<file path="src/rtl/cm_dcnt.sv">
// Down-counting loop index: walks upper-1..0, reloads on wrap, counts passes
// and parks in DONE after the programmed number of passes (0 = endless).
module cm_dcnt #(
   parameter int unsigned C_WIDTH = 8,
   parameter int unsigned P_WIDTH = 8
) (
   input  logic               I_clk,
   input  logic               I_rst_n,
   input  logic               I_cnt_en,
   input  logic               I_cnt_valid,
   input  logic [C_WIDTH-1:0] I_cnt_upper,
   input  logic [P_WIDTH-1:0] I_pass_num,
   output logic [C_WIDTH-1:0] O_cnt,
   output logic               O_last_flag,
   output logic               O_wrap,
   output logic [P_WIDTH-1:0] O_pass_cnt,
   output logic               O_done
);

   typedef enum logic [1:0] {ST_IDLE, ST_RUN, ST_DONE} state_t;

   state_t             state_q, state_d;
   logic [C_WIDTH-1:0] cnt_q, cnt_d;
   logic [C_WIDTH-1:0] reload_q, reload_d;
   logic [P_WIDTH-1:0] target_q, target_d;
   logic [P_WIDTH-1:0] pass_q, pass_d;
   logic               last_q, last_d;
   logic               wrap_q, wrap_d;

   logic [C_WIDTH-1:0] upper_m1;
   logic [P_WIDTH-1:0] pass_inc;
   logic               wrap_ev;
   logic               hit;

   always_comb begin
      // upper of 0 saturates to a single-entry loop
      upper_m1 = (I_cnt_upper == '0) ? '0 : I_cnt_upper - C_WIDTH'(1);
      pass_inc = pass_q + P_WIDTH'(1);
      wrap_ev  = (state_q == ST_RUN) && I_cnt_valid && (cnt_q == '0);
      hit      = (target_q != '0) && (pass_inc == target_q);
   end

   always_ff @(posedge I_clk or negedge I_rst_n) begin
      if (!I_rst_n) begin
         state_q  <= ST_IDLE;
         cnt_q    <= '0;
         reload_q <= '0;
         target_q <= '0;
         pass_q   <= '0;
         last_q   <= 1'b0;
         wrap_q   <= 1'b0;
      end else begin
         state_q  <= state_d;
         cnt_q    <= cnt_d;
         reload_q <= reload_d;
         target_q <= target_d;
         pass_q   <= pass_d;
         last_q   <= last_d;
         wrap_q   <= wrap_d;
      end
   end

   always_comb begin
      state_d = state_q;
      if (!I_cnt_en) begin
         state_d = ST_IDLE;
      end else begin
         unique case (state_q)
            ST_IDLE: state_d = ST_RUN;
            ST_RUN:  if (wrap_ev && hit) state_d = ST_DONE;
            ST_DONE: state_d = ST_DONE;
            default: state_d = ST_IDLE;
         endcase
      end
   end

   always_comb begin
      cnt_d    = cnt_q;
      reload_d = reload_q;
      target_d = target_q;
      pass_d   = pass_q;
      last_d   = last_q;
      wrap_d   = 1'b0;
      if (!I_cnt_en || state_q == ST_IDLE) begin
         cnt_d    = upper_m1;
         reload_d = upper_m1;
         target_d = I_pass_num;
         pass_d   = '0;
         last_d   = I_cnt_en && (upper_m1 == '0);
      end else if (state_q == ST_RUN && I_cnt_valid) begin
         if (cnt_q != '0) begin
            cnt_d  = cnt_q - C_WIDTH'(1);
            last_d = (cnt_q == C_WIDTH'(1));
         end else begin
            pass_d = pass_inc;
            // the terminal wrap enters DONE without a wrap pulse
            if (hit) begin
               cnt_d  = '0;
               last_d = 1'b0;
            end else begin
               cnt_d  = reload_q;
               last_d = (reload_q == '0);
               wrap_d = 1'b1;
            end
         end
      end
   end

   always_comb begin
      O_cnt       = cnt_q;
      O_last_flag = last_q;
      O_wrap      = wrap_q;
      O_pass_cnt  = pass_q;
      O_done      = (state_q == ST_DONE);
   end

endmodule

</file>
<file path="config.mk">
export PLATFORM = sky130hd
export DESIGN_NAME = cm_dcnt
export DESIGN_NICKNAME = d
export VERILOG_FILES = /design/src/rtl/cm_dcnt.sv
export SDC_FILE = /design/constraint.sdc
export NUM_CORES = 1
export LEC_CHECK = 0
export BUFFER_PORTS_ARGS = -buffer_cell sky130_fd_sc_hd__clkbuf_2
export CORE_MARGIN = 2
export CORE_UTILIZATION = 28
export DETAILED_ROUTE_END_ITERATION = 8
export PLACE_DENSITY = 0.55
export SYNTH_ARGS = -nofsm -noshare
export SYNTH_HDL_FRONTEND = slang
export SYNTH_SLANG_ARGS = --single-unit
</file>
<file path="constraint.sdc">
create_clock -name I_clk -period 2.3 [get_ports I_clk]
set_input_delay 0.345 -clock I_clk [delete_from_list [all_inputs] [get_ports I_clk]]
set_output_delay 0.345 -clock I_clk [all_outputs]
set_load 0.05 [all_outputs]
</file>
==> results.py, run 1 <==
metrics = {
    "run_status": {
        "status": "finished clean",
    },
    "floorplanning": {
        "row_count": 32,
        "dieArea_um2": 8610,
        "fp.dieW_um": 92.8,
        "initial_core_util_pct": 28.7,
        "dieHeight_um": 92.8,
        "ios": 39,
        "core-area_um2": 7690,
    },
    "worst_setup_path": {
        "setup.worst_path.end_class": "flip-flop",
        "reg2regPathDepth": 7,
        "cp_data_arrival_time_ps": 2480,
        "start_kind": "flip-flop",
        "rr_endpoint": "O_cnt[4]",
        "regToRegSetupSlack_ps": 6,
        "critPathKind": "flip-flop to flip-flop",
        "regToRegStartpoint": "O_pass_cnt[0]",
        "crit_fanout": 8,
        "critPathRequiredTime_ps": 2490,
    },
    "sta": {
        "setup-tns-final_ps": 0,
        "fin_crit_sh_pct": 99.7,
        "finalSetupViolCount": 0,
        "clock_skew_ps": 10.8,
        "postLayoutSetupSlackWorst_ps": 6.21,
        "fin_crit_ps": 2290,
        "slew_headroom_pct": 66.7,
        "timing.hold.ws_ps": 244,
        "drv_slew": 0,
        "rsz0062_at_grt": "true",
        "tightest_slew_ps": 499,
        "hold_violations": 0,
        "max_freq_mhz": 436,
    },
    "place": {
        "placed_cell_area_um2": 2640,
        "dp_worst_setup_slack_ps": 9.05,
        "dp_hpwl_mm": 4.57,
        "gp_congestion": 0.872,
        "io_buffers": 38,
    },
    "synth": {
        "syn-num-nets": 279,
        "yosys_most_used_dff": "dfrtp_1",
        "yosysTopAreaCell": "dfrtp_1",
        "synthTopCellsByCount": "nand2_1 (42), dfrtp_1 (36), nor2_1 (23)",
        "avgSynthCellArea_um2": 8.87,
        "syn-cell-area_um2": 2210,
        "ys_seq_area_share_pct": 40.8,
        "synth_most_common_cell": "nand2_1",
        "syn_inst": 249,
        "yosys-top-cells-area": "dfrtp_1 (41%), nand2_1 (7.1%), ha_1 (5.7%)",
        "ys_seq_elements": 36,
        "yosysTopAreaCellShare_pct": 40.8,
        "async_reset_ff_share_pct": 100,
        "synth_edf_count": 0,
        "ys_types": 49,
        "yosys_warnings": 0,
    },
    "grt": {
        "overflow": 0,
        "grt_first_pass_wirelength_mm": 10.1,
        "grt_max_degree": 24,
        "first_global_vias": 1967,
        "antenna_found_initial": 0,
        "grtUsageTotal_pct": 14.7,
    },
    "final_layout": {
        "layout-drive-gt1-share_pct": 26.9,
        "fin_area_um2": 2790,
        "n_antenna_cell": 0,
        "area_growth_syn_to_layout_pct": 26.2,
        "final_nets": 337,
    },
    "hold_path": {
        "hold_end": "target_q[7]",
        "hold_depth": 3,
        "hold_class": "input pin to flip-flop",
        "min-delay-start": "I_pass_num[7]",
    },
    "job": {
        "cap_violations": 0,
    },
    "cts": {
        "htree_levels": 2,
        "cts-buffers-inserted": 5,
        "insertion_delay_ps": 290,
        "cts_sinks": 36,
        "cts_tree": "yes",
        "cts_max_path_buffers": 2,
        "cts.reportedPaths.clkPinSlew_ps": 80,
        "cts_root_buf": "clkbuf_8",
    },
    "drt": {
        "post_drt_via_cell_ratio": 4.90,
        "vias": 2009,
        "post_drt_wl_per_cell_um": 14.5,
        "drtIter0Drc": 168,
        "drc": 0,
        "routed_wl_mm": 5.94,
        "antenna_left": 0,
        "first_pass_iters": 4,
    },
    "pwr": {
        "ir_drop_mv": 0.346,
        "power_leakage_uw": 0.00124,
        "power_density_nw_per_um2": 995,
    },
}
[cells in the final DEF, fill, tap and decap left out, drive strengths merged, types with 5 or more instances in the layout]
| master | n |
|---|---|
| buf | 21 |
| nand3 | 7 |
| dfrtp | 36 |
| a21oi | 8 |
| o21ai | 12 |
| ha | 10 |
| mux2i | 5 |
| xnor2 | 10 |
| nor2 | 23 |
| inv | 10 |
| nor3 | 12 |
| xor2 | 7 |
| nand2 | 42 |
| clkbuf | 43 |
[metal layers]
layer  part of all wire, %  global-route usage, %  vias up
met5                     0                      0        -
met4                   1.3                   4.66        0
met3                   2.1                   1.87        5
met2                    47                   22.3       32
met1                    50                   21.7      971
li1                      -                      -     1001
[where the power goes]
group / switching [uW] / internal (uW)
Combinational: 768 / 426
Sequential: 202 / 806
Clock: 253 / 321
Total: 1220 / 1550
[logic make-up after synthesis]
group | Yosys count | share of synthesized area (%)
xor gates and xnor gates | 17 | 6.74
DFF | 36 | 40.8
buffers and inverters | 19 | 3.74
and+or+nand+nor | 110 | 24.0
AOI/OAI and AO/OA | 51 | 16.3
muxes | 6 | 2.78
adders and majority gates | 10 | 5.67
[through the flow]
step,std cells,power [uW],utilization [%]
4_1_cts,408,2790,36.0
6_report,410,2780,36.3
3_5_place_dp,398,2210,34.3
3_3_place_gp,398,2200,34.3
2_1_floorplan,249,1830,-
5_1_grt,410,2980,36.3
[worst max-delay path: stages, from the launching register on]
cell and delay, ps:
dfrtp_4 490, ha_4 230, xor2_1 170, a311oi_2 200, o211ai_1 120, or4_4 430, and3_4 200, a221o_1 350
[timing repair]
| action | 4_1_cts | 5_1_grt |
|---|---|---|
| buffers inserted | 1 | 2 |
| hold buffers | 1 | 0 |
| gates resized for setup | 0 | 1 |
| endpoints found under the setup margin | 1 | 8 |
| endpoints found under the hold margin | 1 | 0 |
[worst max-delay path by stage]
stage | depth (start not counted) | endpoint | startpoint
floorplan | 8 | O_cnt[4] | O_pass_cnt[0]
detailed placement | 7 | O_cnt[4] | O_pass_cnt[0]
global route | 7 | O_cnt[4] | O_pass_cnt[0]
global placement | 7 | O_cnt[4] | O_pass_cnt[0]
finish | 7 | O_cnt[4] | O_pass_cnt[0]
CTS | 7 | O_cnt[4] | O_pass_cnt[0]
[flip-flops by register name (all words and copies together) (netlist names)]
| signal | cells |
|---|---|
| O_wrap | 1 |
| target_q | 8 |
| O_last_flag | 1 |
| state_q | 2 |
| reload_q | 8 |
| O_pass_cnt | 8 |
| O_cnt | 8 |
[final cells by class]
type	instances	area (um^2)
fill	800	4900
inverter	10	37.5
tap	102	128
multi-input combinational	194	1240
timing repair buffer	60	358
clock inverter	3	42.5
sequential	36	911
clock buffer	5	68.8
(Power assumes the default switching activity.)
==> inputs of run 2 (changes only) <==
--- a/config.mk
+++ b/config.mk
@@ -8,8 +8,11 @@
 export BUFFER_PORTS_ARGS = -buffer_cell sky130_fd_sc_hd__clkbuf_2
 export CORE_MARGIN = 2
 export CORE_UTILIZATION = 28
+export CTS_BUF_LIST = sky130_fd_sc_hd__clkbuf_8
 export DETAILED_ROUTE_END_ITERATION = 8
 export PLACE_DENSITY = 0.55
+export REMOVE_ABC_BUFFERS = 1
+export SETUP_SLACK_MARGIN = 0.5
 export SYNTH_ARGS = -nofsm -noshare
 export SYNTH_HDL_FRONTEND = slang
 export SYNTH_SLANG_ARGS = --single-unit
==> run 2 against run 1 <==
  * Hold slack got worse by 68 ps
  * Critical path depth unchanged
  * Fmax increased by 2.1%
  * Global-route usage decreased by 0.60 points
  * Count of clock-buffer cells in the layout unchanged
  * Core utilization decreased by 0.33 points
  * Final area decreased by 0.90%
  * Die area unchanged
  * Wire length decreased by 2.6%
  * Largest power group unchanged
==> results.py, run 2 (synthesized netlist as in run 1, its figures left out) <==
metrics = {
    "run_status": {
        "status": "finished clean",
    },
    "drt": {
        "drtIter0Drc": 106,
        "vias": 2044,
        "routed_wl_mm": 5.78,
        "post_drt_wl_per_cell_um": 14.3,
        "antenna_left": 0,
        "first_pass_iters": 4,
        "drc": 0,
        "post_drt_via_cell_ratio": 5.07,
    },
    "place": {
        "gp_congestion": 0.858,
        "dp_hpwl_mm": 4.43,
        "dpl.cell_count": 393,
        "placed_cell_area_um2": 2580,
        "io_buffers": 38,
    },
    "grt": {
        "grt_max_degree": 37,
        "grtUsageTotal_pct": 14.1,
        "overflow": 0,
        "first_global_vias": 2011,
        "antenna_found_initial": 0,
        "grt_first_pass_wirelength_mm": 9.58,
    },
    "floorplanning": {
        "ios": 39,
        "dieArea_um2": 8610,
        "initial_core_util_pct": 28.7,
        "fp.dieW_um": 92.8,
        "row_count": 32,
        "core-area_um2": 7690,
        "dieHeight_um": 92.8,
    },
    "sta": {
        "hold_violations": 0,
        "clock_skew_ps": 7.88,
        "slew_headroom_pct": 38.7,
        "tightest_slew_ps": 919,
        "fin_crit_sh_pct": 97.7,
        "timing.hold.ws_ps": 176,
        "finalSetupViolCount": 0,
        "max_freq_mhz": 445,
        "rsz0062_at_grt": "true",
        "drv_slew": 0,
        "fin_crit_ps": 2250,
    },
    "final_layout": {
        "n_antenna_cell": 0,
        "layout_commonest_cell": "nand2_1",
        "fin_area_um2": 2760,
        "post-route-util_pct": 35.9,
        "layout-drive-gt1-share_pct": 27.9,
        "area_growth_syn_to_layout_pct": 25.1,
        "seqCellArea_um2": 906,
        "layout_common_cells": "nand2_1 (41), clkbuf_2 (38), dfrtp_1 (32)",
        "finalNonFillerCells": 403,
        "fillers": 823,
        "final_nets": 331,
        "multi_input_area_um2": 1300,
    },
    "cts": {
        "cts_tree": "yes",
        "insertion_delay_ps": 300,
        "cts_max_path_buffers": 2,
        "cts.reportedPaths.clkPinSlew_ps": 70,
        "cts_sinks": 36,
        "htree_levels": 2,
        "cts-buffers-inserted": 5,
        "cts_root_buf": "clkbuf_8",
    },
    "worst_setup_path": {
        "rr_endpoint": "O_cnt[4]",
        "setup.worst_path.end_class": "flip-flop",
        "critPathKind": "flip-flop to flip-flop",
        "critPathRequiredTime_ps": 2470,
        "regToRegStartpoint": "O_pass_cnt[1]",
        "start_kind": "flip-flop",
        "cp_data_arrival_time_ps": 2420,
        "reg2regPathDepth": 7,
        "crit_fanout": 7,
        "regToRegSetupSlack_ps": 50,
    },
    "pwr": {
        "clockPowerShare_pct": 16.0,
        "power_uw": 2680,
        "power_density_nw_per_um2": 971,
        "cellInternalPower_uw": 1450,
        "p_switching_uw": 1230,
        "power_leakage_uw": 0.00121,
        "combPwrFrac_pct": 46.4,
        "ir_drop_mv": 0.247,
        "p_sw_share_pct": 46.0,
        "power_frac_seq_pct": 37.6,
    },
    "hold_path": {
        "hold_class": "input pin to asynchronous set/reset pin",
    },
    "job": {
        "cap_violations": 0,
    },
}
-- run 2: power by group through the flow --
stage	clock network, uW	registers (uW)	logic (uW)
detailed placement	0	1000	1220
CTS	450	997	1240
floorplan	0	1170	647
finish	428	1010	1250
global route	470	1030	1370
global placement	0	1010	1190
-- run 2: worst max path at each step --
stage,startpoint,to,slack (ps),cells past startpoint
6_report,O_pass_cnt[1],O_cnt[4],50,7
3_3_place_gp,O_pass_cnt[0],O_cnt[6],-80,7
4_1_cts,O_pass_cnt[1],O_cnt[4],50,7
5_1_grt,O_pass_cnt[1],O_cnt[5],-50,7
3_5_place_dp,O_pass_cnt[0],O_cnt[5],-130,7
2_1_floorplan,O_pass_cnt[0],O_cnt[5],-400,7
-- run 2: per-layer routing --
| layer | vias to the layer above | GRT usage (%) | part of all wire (%) |
|---|---|---|---|
| met5 | - | 0 | 0 |
| met4 | 0 | 4.53 | 1.5 |
| met3 | 8 | 3.58 | 3.9 |
| met2 | 42 | 24.0 | 49 |
| met1 | 1002 | 17.5 | 45 |
| li1 | 992 | - | - |
-- run 2: repair_timing --
item / 4_1_cts / 5_1_grt
setup buffers: 2 / 1
pin swaps: 7 / 2
gates cloned: 0 / 0
resized for setup: 9 / 12
setup endpoints to repair: 19 / 24
hold buffers: 0 / 0
-- run 2: area by class of cell --
| type | count | share of cell area (%) |
|---|---|---|
| clock buffer | 5 | 2.49 |
| clock inverter | 2 | 0.317 |
| inverter | 10 | 1.36 |
| multi-input combinational | 194 | 47.1 |
| sequential | 36 | 32.8 |
| tap | 102 | 4.62 |
| timing repair buffer | 54 | 11.4 |
-- run 2: critical path, stage by stage (launching register included) --
cell and delay [ps]:
dfrtp_1 410, ha_4 250, xor2_1 160, a311oi_2 190, o211ai_1 120, or4_4 440
and3_4 200, a221o_1 350
-- run 2: per-stage QoR --
step | setup slack, ps | TNS (ps)
floorplan | -402 | -3350
global placement | -81.1 | -470
detailed placement | -126 | -761
CTS | 48.7 | 0
global route | -48.2 | -123
finish | 52.9 | 0
==> inputs of run 3 (changes only) <==
--- a/config.mk
+++ b/config.mk
@@ -7,12 +7,12 @@
 export LEC_CHECK = 0
 export BUFFER_PORTS_ARGS = -buffer_cell sky130_fd_sc_hd__clkbuf_2
 export CORE_MARGIN = 2
-export CORE_UTILIZATION = 28
+export CORE_UTILIZATION = 52
 export CTS_BUF_LIST = sky130_fd_sc_hd__clkbuf_8
 export DETAILED_ROUTE_END_ITERATION = 8
-export PLACE_DENSITY = 0.55
+export PLACE_DENSITY = 0.86
 export REMOVE_ABC_BUFFERS = 1
-export SETUP_SLACK_MARGIN = 0.5
+export SETUP_SLACK_MARGIN = 0.02
 export SYNTH_ARGS = -nofsm -noshare
 export SYNTH_HDL_FRONTEND = slang
 export SYNTH_SLANG_ARGS = --single-unit
==> run 3 against run 2 <==
  * Critical endpoint is now O_cnt[6]
  * Die area shrank 44%
  * First-iteration DRC count grew 64%
  * Sequential power hardly changed
  * Largest cell class unchanged
  * Clock power up 9.8%
  * Largest power group unchanged
  * Non-clock buffer count decreased by 4
==> results.py, run 3 (synthesized netlist as in run 1, its figures left out) <==
metrics = {
    "grt": {
        "antenna_found_initial": 0,
        "grtUsageTotal_pct": 23.6,
        "first_global_vias": 1950,
        "grt_max_degree": 37,
        "grt_first_pass_wirelength_mm": 9.09,
        "overflow": 0,
    },
    "final_layout": {
        "final_nets": 327,
        "fillers": 324,
        "layout-drive-gt1-share_pct": 23.5,
        "area_growth_syn_to_layout_pct": 18.7,
        "post-route-util_pct": 64.6,
        "layout_commonest_cell": "nand2_1",
        "n_antenna_cell": 0,
        "layout_common_cells": "nand2_1 (42), clkbuf_2 (38), dfrtp_1 (33)",
    },
    "sta": {
        "max_freq_mhz": 447,
        "clock_skew_ps": 4.05,
        "drv_slew": 0,
        "timing.hold.ws_ps": 164,
        "fin_crit_ps": 2240,
        "rsz0062_at_grt": "true",
        "slew_headroom_pct": 40.6,
        "hold_violations": 0,
        "setup-tns-final_ps": 0,
        "finalSetupViolCount": 0,
        "tightest_slew_ps": 890,
        "fin_crit_sh_pct": 97.4,
    },
    "drt": {
        "drc": 0,
        "antenna_left": 0,
        "first_pass_iters": 5,
        "drtIter0Drc": 174,
        "post_drt_via_cell_ratio": 5.86,
        "vias": 2038,
        "post_drt_wl_per_cell_um": 15.4,
        "routed_wl_mm": 5.36,
    },
    "job": {
        "cap_violations": 0,
    },
    "worst_setup_path": {
        "setup.worst_path.end_class": "flip-flop",
        "cp_data_arrival_time_ps": 2420,
        "critPathRequiredTime_ps": 2480,
        "crit_path_frequent_cell": "buf_4",
        "crit_fanout": 8,
        "critPathKind": "flip-flop to flip-flop",
        "start_kind": "flip-flop",
        "cp_cell_sequence": "buf_4 -> buf_4 -> nand2_1 -> or3_1 -> o211ai_1 -> or4_4 -> and3_4 -> a221o_1",
        "critPathMaxStageDelay_ps": 530,
        "worst_path_max_delay_cell": "or4_4",
    },
    "cts": {
        "cts-buffers-inserted": 5,
        "cts_sinks": 36,
        "cts_tree": "yes",
        "insertion_delay_ps": 300,
        "hold_buffers": 0,
        "cts.reportedPaths.clkPinSlew_ps": 70,
        "htree_levels": 2,
        "cts_root_buf": "clkbuf_8",
        "cts_max_path_buffers": 2,
    },
    "place": {
        "dp_hpwl_mm": 3.83,
        "gp_congestion": 0.860,
        "io_buffers": 38,
    },
    "pwr": {
        "power_leakage_uw": 0.00119,
        "power_uw": 2620,
        "ir_drop_mv": 0.610,
        "power_density_nw_per_um2": 1000,
    },
    "floorplanning": {
        "dieArea_um2": 4780,
        "initial_core_util_pct": 54.4,
        "row_count": 23,
        "ios": 39,
        "core-area_um2": 4060,
        "dieHeight_um": 69.2,
        "fp.dieW_um": 69.2,
    },
    "run_status": {
        "status": "finished clean",
    },
    "hold_path": {
        "hold_class": "input pin to asynchronous set/reset pin",
    },
}
==> run 3: per-stage QoR <==
stage	area [um^2]	setup slack, ps	instances
floorplan	2160	-402	240
global placement	2490	-41.0	338
detailed placement	2490	-70.0	338
CTS	2610	36.0	348
global route	2620	-22.5	348
finish	2620	60.4	348
==> run 3: cell type report <==
cell class,instances,area (um^2),share of cell area [%]
Clock buffer,6,82.6,3.15
Inverter,10,37.5,1.43
Multi-Input combinational cell,194,1240,47.4
Clock inverter,2,11.3,0.430
Timing Repair Buffer,50,280,10.7
Tap cell,50,62.6,2.39
Sequential cell,36,905,34.5
==> run 3: per-layer routing <==
metal / up-vias / GRT usage (%) / part of all wire [%]
met5: - / 0 / 0
li1: 983 / - / -
met2: 84 / 35.9 / 46
met1: 958 / 32.0 / 44
met4: 0 / 9.37 / 2.4
met3: 13 / 6.58 / 7.3
==> run 3: report_power, final <==
part,switching (uW),leakage [uW],internal (uW)
logic,764,0.000699,389
clock network,231,0.0000486,239
registers,195,0.000443,806
total,1190,0.00119,1430
==> run 3: worst paths after layout <==
path / startpoint / endpoint / slack, ps / depth (start not counted)
min in group I_clk: I_pass_num[6] / target_q[6] / 240 / 3
max in group asynchronous: I_rst_n / O_pass_cnt[4] / 1530 / 1
worst max register to register: O_pass_cnt[1] / O_cnt[6] / 60 / 8
worst min-delay path: I_rst_n / reload_q[1] / 160 / 1
worst min register to register: reload_q[1] / reload_q[1] / 510 / 2
worst max-delay path: O_pass_cnt[1] / O_cnt[6] / 60 / 8
==> run 3: critical path, delay by kind of cell (launching register included) <==
kind / cells / cell delay [ps]
AO/OA/AOI/OAI: 2 / 440
buffers and inverters: 2 / 290
flip-flops: 1 / 420
AND/OR/NAND/NOR: 4 / 970
==> run 3: what timing repair did <==
action,in CTS,in global routing
pin swaps,6,2
gates resized for setup,3,4
endpoints found under the setup margin,8,10
hold endpoints to repair,0,0
buffers inserted,2,0
